$ cat config.mk
export PLATFORM = sky130hd
export DESIGN_NAME = fifo_ctrl
export DESIGN_NICKNAME = d
export VERILOG_FILES = /design/src/rtl/fifo_ctrl_pkg.sv /design/src/rtl/fifo_ptr.sv /design/src/rtl/fifo_ctrl.sv
export SDC_FILE = /design/constraint.sdc
export NUM_CORES = 1
export LEC_CHECK = 0
export CAP_MARGIN = 40
export CORE_MARGIN = 8
export CORE_UTILIZATION = 30
export DETAILED_ROUTE_END_ITERATION = 7
export SLEW_MARGIN = 20
export SYNTH_ARGS = -nofsm -noshare
export SYNTH_HDL_FRONTEND = slang
export SYNTH_SLANG_ARGS = --single-unit
$ cat constraint.sdc
create_clock -name CLK -period 1.9 [get_ports CLK]
set_input_delay 0.19 -clock CLK [delete_from_list [all_inputs] [get_ports CLK]]
set_output_delay 0.19 -clock CLK [all_outputs]
set_load 0.05 [all_outputs]
$ cat src/rtl/fifo_ctrl_pkg.sv
// Shared constants and types for the CPU state-machine FIFO controller:
// FIFO geometry, the fill watermark and the request-FSM state encoding.
package fifo_ctrl_pkg;

    localparam int CNT_W = 4;
    localparam int PTR_W = 3;

    // The FIFO holds 8 longwords; DMA reads start once 4 are buffered.
    localparam logic [CNT_W-1:0] FIFO_DEPTH = 4'd8;
    localparam logic [CNT_W-1:0] WATERMARK  = 4'd4;

    typedef enum logic [2:0] {
        ST_IDLE     = 3'd0,
        ST_DRAIN    = 3'd1,
        ST_FILL     = 3'd2,
        ST_FLUSHING = 3'd3,
        ST_DONE     = 3'd4
    } req_state_t;

endpackage

$ cat src/rtl/fifo_ptr.sv
// 3-bit wrapping FIFO pointer with synchronous clear and count enable.
module fifo_ptr
    import fifo_ctrl_pkg::*;
(
    input  logic             clk,
    input  logic             rst,
    input  logic             clr,
    input  logic             en,
    output logic [PTR_W-1:0] ptr
);

    // Advance on each enable strobe; 7 rolls over to 0 naturally.
    always_ff @(posedge clk) begin
        // NOTE: state registers use non-blocking assignments so every flop
        // samples values from before the edge, independent of block order.
        if (rst || clr) begin
            ptr <= '0;
        end else if (en) begin
            ptr <= ptr + 1'b1;
        end
    end

endmodule

$ cat src/rtl/fifo_ctrl.sv
// FIFO occupancy tracker and CPU-SM request generator for the SCSI DMA path.
// Tracks longwords held, read/write pointers, a sticky error flag, and raises
// the active-low read/write requests that pace the CPU state machine.
module fifo_ctrl
    import fifo_ctrl_pkg::*;
(
    input  logic             CLK,
    input  logic             RST,
    input  logic             CLR_FIFO,
    input  logic             DIR,
    input  logic             FLUSH,
    input  logic             INCFIFO,
    input  logic             DECFIFO,
    input  logic             INCNI,
    input  logic             INCNO,
    output logic [CNT_W-1:0] FIFO_CNT,
    output logic [PTR_W-1:0] WRPTR,
    output logic [PTR_W-1:0] RDPTR,
    output logic             FIFOFULL,
    output logic             FIFOEMPTY,
    output logic             RDFIFO_,
    output logic             RIFIFO_,
    output logic             FLUSH_DONE,
    output logic             FIFO_ERR
);

    logic [CNT_W-1:0] cnt;
    logic             err;
    req_state_t       state;
    logic             rd_req_n;
    logic             wr_req_n;
    logic             flush_done;
    // Cleared when a flush completes; re-armed only once FLUSH is seen low,
    // so a FLUSH level held high cannot produce a second completion.
    logic             flush_armed;

    logic inc_only;
    logic dec_only;
    logic drain_empty;
    logic fill_full;

    assign inc_only = INCFIFO & ~DECFIFO;
    assign dec_only = DECFIFO & ~INCFIFO;

    // Emptiness/fullness as it will stand after this edge's strobe.
    assign drain_empty = (cnt == '0) || ((cnt == 4'd1) && dec_only);
    assign fill_full   = (cnt == FIFO_DEPTH) ||
                         ((cnt == FIFO_DEPTH - 4'd1) && inc_only);

    fifo_ptr u_wr_ptr (
        .clk (CLK),
        .rst (RST),
        .clr (CLR_FIFO),
        .en  (INCNI),
        .ptr (WRPTR)
    );

    fifo_ptr u_rd_ptr (
        .clk (CLK),
        .rst (RST),
        .clr (CLR_FIFO),
        .en  (INCNO),
        .ptr (RDPTR)
    );

    // Occupancy count with saturation; over/underflow attempts latch an error.
    always_ff @(posedge CLK) begin
        if (RST || CLR_FIFO) begin
            cnt <= '0;
            err <= 1'b0;
        end else if (inc_only) begin
            if (cnt == FIFO_DEPTH) err <= 1'b1;
            else                   cnt <= cnt + 4'd1;
        end else if (dec_only) begin
            if (cnt == '0) err <= 1'b1;
            else           cnt <= cnt - 4'd1;
        end
    end

    // Request FSM; request and done outputs are registered alongside the state.
    always_ff @(posedge CLK) begin
        if (RST) begin
            state       <= ST_IDLE;
            rd_req_n    <= 1'b1;
            wr_req_n    <= 1'b1;
            flush_done  <= 1'b0;
            flush_armed <= 1'b1;
        end else begin
            if (!FLUSH) flush_armed <= 1'b1;

            rd_req_n   <= 1'b1;
            wr_req_n   <= 1'b1;
            flush_done <= 1'b0;

            if (CLR_FIFO) begin
                state <= ST_IDLE;
            end else begin
                case (state)
                    ST_IDLE: begin
                        if (DIR && FLUSH && flush_armed && (cnt != '0)) begin
                            state    <= ST_FLUSHING;
                            rd_req_n <= 1'b0;
                        end else if (DIR && (cnt >= WATERMARK)) begin
                            state    <= ST_DRAIN;
                            rd_req_n <= 1'b0;
                        end else if (DIR && FLUSH && flush_armed && (cnt == '0)) begin
                            state       <= ST_DONE;
                            flush_done  <= 1'b1;
                            flush_armed <= 1'b0;
                        end else if (!DIR && (cnt <= WATERMARK)) begin
                            state    <= ST_FILL;
                            wr_req_n <= 1'b0;
                        end
                    end
                    ST_DRAIN: begin
                        if (!DIR || drain_empty) state    <= ST_IDLE;
                        else                     rd_req_n <= 1'b0;
                    end
                    ST_FILL: begin
                        if (DIR || fill_full) state    <= ST_IDLE;
                        else                  wr_req_n <= 1'b0;
                    end
                    ST_FLUSHING: begin
                        if (!DIR) begin
                            state <= ST_IDLE;
                        end else if (drain_empty) begin
                            state       <= ST_DONE;
                            flush_done  <= 1'b1;
                            flush_armed <= 1'b0;
                        end else begin
                            rd_req_n <= 1'b0;
                        end
                    end
                    ST_DONE: state <= ST_IDLE;
                    default: state <= ST_IDLE;
                endcase
            end
        end
    end

    assign FIFO_CNT   = cnt;
    assign FIFOFULL   = (cnt == FIFO_DEPTH);
    assign FIFOEMPTY  = (cnt == '0);
    assign RDFIFO_    = rd_req_n;
    assign RIFIFO_    = wr_req_n;
    assign FLUSH_DONE = flush_done;
    assign FIFO_ERR   = err;

endmodule

==> results of run 1 <==
layout make-up:
| cell class | instances | area (sq um) | area share (%) |
|---|---|---|---|
| clock buffers | 4 | 36.3 | 2.57 |
| inverters | 5 | 18.8 | 1.33 |
| multi-input cells | 84 | 628 | 44.5 |
| flip-flops and latches | 18 | 363 | 25.7 |
| well taps | 46 | 57.6 | 4.08 |
| repair buffers | 31 | 308 | 21.8 |
cell usage in the layout (no fill, tap or decap), types with 2 or more instances in the layout:
cell / count
a21oi_1: 3
buf_12: 2
buf_4: 9
clkbuf_4: 3
clkdlybuf4s50_1: 20
dfxtp_1: 16
dfxtp_2: 2
ha_1: 7
inv_1: 4
mux2i_1: 5
nand2_1: 8
nor2_1: 16
nor2b_1: 3
nor3_1: 2
o21ai_0: 2
or3_1: 2
xnor2_1: 7
xor2_1: 2
repair_timing:
item                       CTS  global route
hold buffers                 0             0
resized for setup            1             3
setup endpoints to repair    1             3
setup buffers                0             0
power breakdown:
| group | internal [mW] | switching (mW) |
|---|---|---|
| registers | 0.394 | 0.0194 |
| logic | 0.135 | 0.159 |
| clock network | 0.117 | 0.119 |
| total | 0.646 | 0.297 |
flip-flops by register name, indices dropped and copies added (netlist names):
name          cells
RIFIFO_           1
FLUSH_DONE        1
u_rd_ptr.ptr      3
flush_armed       1
RDFIFO_           1
state             3
u_wr_ptr.ptr      3
FIFO_CNT          4
FIFO_ERR          1
metrics by stage:
stage	hold WS (ns)	worst slack, ns
2_1_floorplan	0.298	0.0499
3_3_place_gp	0.458	-0.0586
3_5_place_dp	0.458	-0.116
4_1_cts	0.485	0.0174
5_1_grt	0.499	0.0302
6_report	0.478	0.120
critical path, delay by kind of cell (launching register included):
family	cells	cell delay, ns
buffers and inverters	2	0.95
DFF	1	0.35
kinds of logic (layout without fill, tap and decap cells):
family	after synthesis	count (layout)	synth area share [%]
flops	18	18	35.8
simple gates	44	44	23.0
mux	5	5	4.98
xor+xnor	9	9	7.84
compound gates	18	18	14.1
fa+ha+maj	8	8	9.95
buf+inv	9	40	4.35
worst min-delay path by stage:
| stage | end | slack, ns | depth (start not counted) |
|---|---|---|---|
| after floorplan | flush_armed$_SDFF_PP1_ | 0.30 | 2 |
| after global placement | FIFO_ERR$_SDFFE_PP0P_ | 0.46 | 2 |
| after detailed placement | FIFO_ERR$_SDFFE_PP0P_ | 0.46 | 2 |
| after CTS | FIFO_ERR$_SDFFE_PP0P_ | 0.48 | 2 |
| after global routing | FIFO_ERR$_SDFFE_PP0P_ | 0.50 | 2 |
| final | FIFO_ERR$_SDFFE_PP0P_ | 0.48 | 2 |
metal layers:
| metal | global-route usage [%] | up-vias | part of all wire (%) |
|---|---|---|---|
| li1 | - | 451 | - |
| met1 | 10.3 | 416 | 39 |
| met2 | 15.5 | 25 | 51 |
| met3 | 4.23 | 4 | 8.5 |
| met4 | 2.88 | 0 | 1.5 |
| met5 | 0 | - | 0 |
cell usage after synthesis (2+ instances only):
cell type  number
xnor2_1         7
nor2_1         16
mux2i_1         5
o21ai_0         2
a21oi_1         3
inv_1           5
dfxtp_1        18
nor2b_1         4
nor3_1          2
or3_1           2
ha_1            8
xor2_1          2
nand2_1         8
==> results.sh, run 1 <==
export IMPL_rrSetupSlack_ns=0.13
export IMPL_grt_pass1_vias=915
export IMPL_cp_arrival_ns=1.59
export IMPL_place_congestion=0.849
export IMPL_dieArea_sq_mm=0.00546
export IMPL_synth_top_area_share_pct=35.8
export IMPL_dp_cells=184
export IMPL_initial_core_util_pct=30.6
export IMPL_drt_iter0_drc=58
export IMPL_finalPower_mw=0.943
export IMPL_synthArstFlopShare_pct=0
export IMPL_final_setup_tns_ns=0
export IMPL_cts_tree="yes"
export IMPL_num_fill_cells=341
export IMPL_reg2reg_depth=6
export IMPL_wire_per_inst_microns=12.6
export IMPL_firstDrtPassIters=4
export IMPL_final_cells=188
export IMPL_rsz0062_at_grt="false"
export IMPL_dr_total_vias=896
export IMPL_fin_nets=160
export IMPL_slowest_delay_ns=0.81
export IMPL_fin_crit_sh_pct=93.7
export IMPL_hold_path_class="reg2reg"
export IMPL_grt_usage_pct=9.32
export IMPL_placed_area_sq_mm=0.00136
export IMPL_yosysTopAreaCell="dfxtp_1"
export IMPL_synth_edf_count=0
export IMPL_ioPinCount=25
export IMPL_numCtsBuffers=3
export IMPL_grt_max_degree=14
export IMPL_finClkSkew_ns=0.00185
export IMPL_crit_slowest_cell="clkdlybuf4s50_1"
export IMPL_h_tree_depth=1
export IMPL_grt_pass1_wl_mm=4.00
export IMPL_viasPerCell=4.77
export IMPL_fin_crit_ns=1.78
export IMPL_root_buffer="clkbuf_4"
export IMPL_drc=0
export IMPL_cp_endpoint="FIFO_CNT[0]"
export IMPL_areaGrowthSynthToFinish_pct=40.3
export IMPL_setup_viol=0
export IMPL_clk_pin_slew_ns=0.10
export IMPL_dp_hpwl_mm=1.86
export IMPL_cp_cell_sequence="buf_4 -> clkdlybuf4s50_1"
export IMPL_clk_latency_ns=0.29
export IMPL_postRouteAntennaNets=0
export IMPL_max_freq_mhz=562
export IMPL_cts_sinks=18
export IMPL_grt_remaining_overflow=0
export IMPL_r2r_start="FIFO_CNT[1]$_SDFFE_PP0P_"
export IMPL_leakagePower_nw=0.563
export IMPL_ys_seq_area_share_pct=35.8
export IMPL_row_count=21
export IMPL_min_from="FIFO_ERR$_SDFFE_PP0P_"
export IMPL_avgSynthCellArea_sq_um=9.06
export IMPL_drive_above_1_share_pct=17.6
export IMPL_path_class="reg2out"
export IMPL_cp_required_ns=1.71
export IMPL_fin_util_pct=43.0
export IMPL_finish_instance_area_sq_mm=0.00141
export IMPL_irDropWorstVdd_uv=351
export IMPL_cp_start_kind="flop"
export IMPL_slew_viol_final=0
export IMPL_worst_pin_slew_ns=0.523
export IMPL_maxCapViolCount=0
export IMPL_cp_startpoint="FIFO_CNT[0]$_SDFFE_PP0P_"
export IMPL_synth_ff_type="dfxtp_1"
export IMPL_synth_area_sq_mm=0.00101
export IMPL_hold_viol=0
export IMPL_ys_ff_latch=18
export IMPL_antenna_cells=0
export IMPL_rr_endpoint="flush_armed$_SDFF_PP1_"
export IMPL_coreArea_sq_mm=0.00328
export IMPL_synth_cell_type_count=42
export IMPL_status="finished clean"
export IMPL_antenna_found_initial=0
export IMPL_clockBufferDepth=2
export IMPL_p_per_area_mw_per_mm2=668
export IMPL_crit_fanout=5
export IMPL_yosys_warnings=0
export IMPL_portBuffers=24
export IMPL_die_x_microns=73.9
export IMPL_synthCells=111
export IMPL_slew_headroom_pct=65.0
export IMPL_syn_num_nets=128
export IMPL_cp_end_kind="primary output"
export IMPL_dieHeight_microns=73.9
export IMPL_synthTopCellsByArea="dfxtp_1 (36%), ha_1 (10%), xnor2_1 (6.1%)"
export IMPL_routed_wl_mm=2.37
Power figures use the tool's default switching activity.
==> run 2, diff against run 1 <==
GPL_ROUTABILITY_DRIVEN = 0   (was unset)
==> results of run 2 <==
The final DEF is identical to that of run 1; final timing and power are the same.
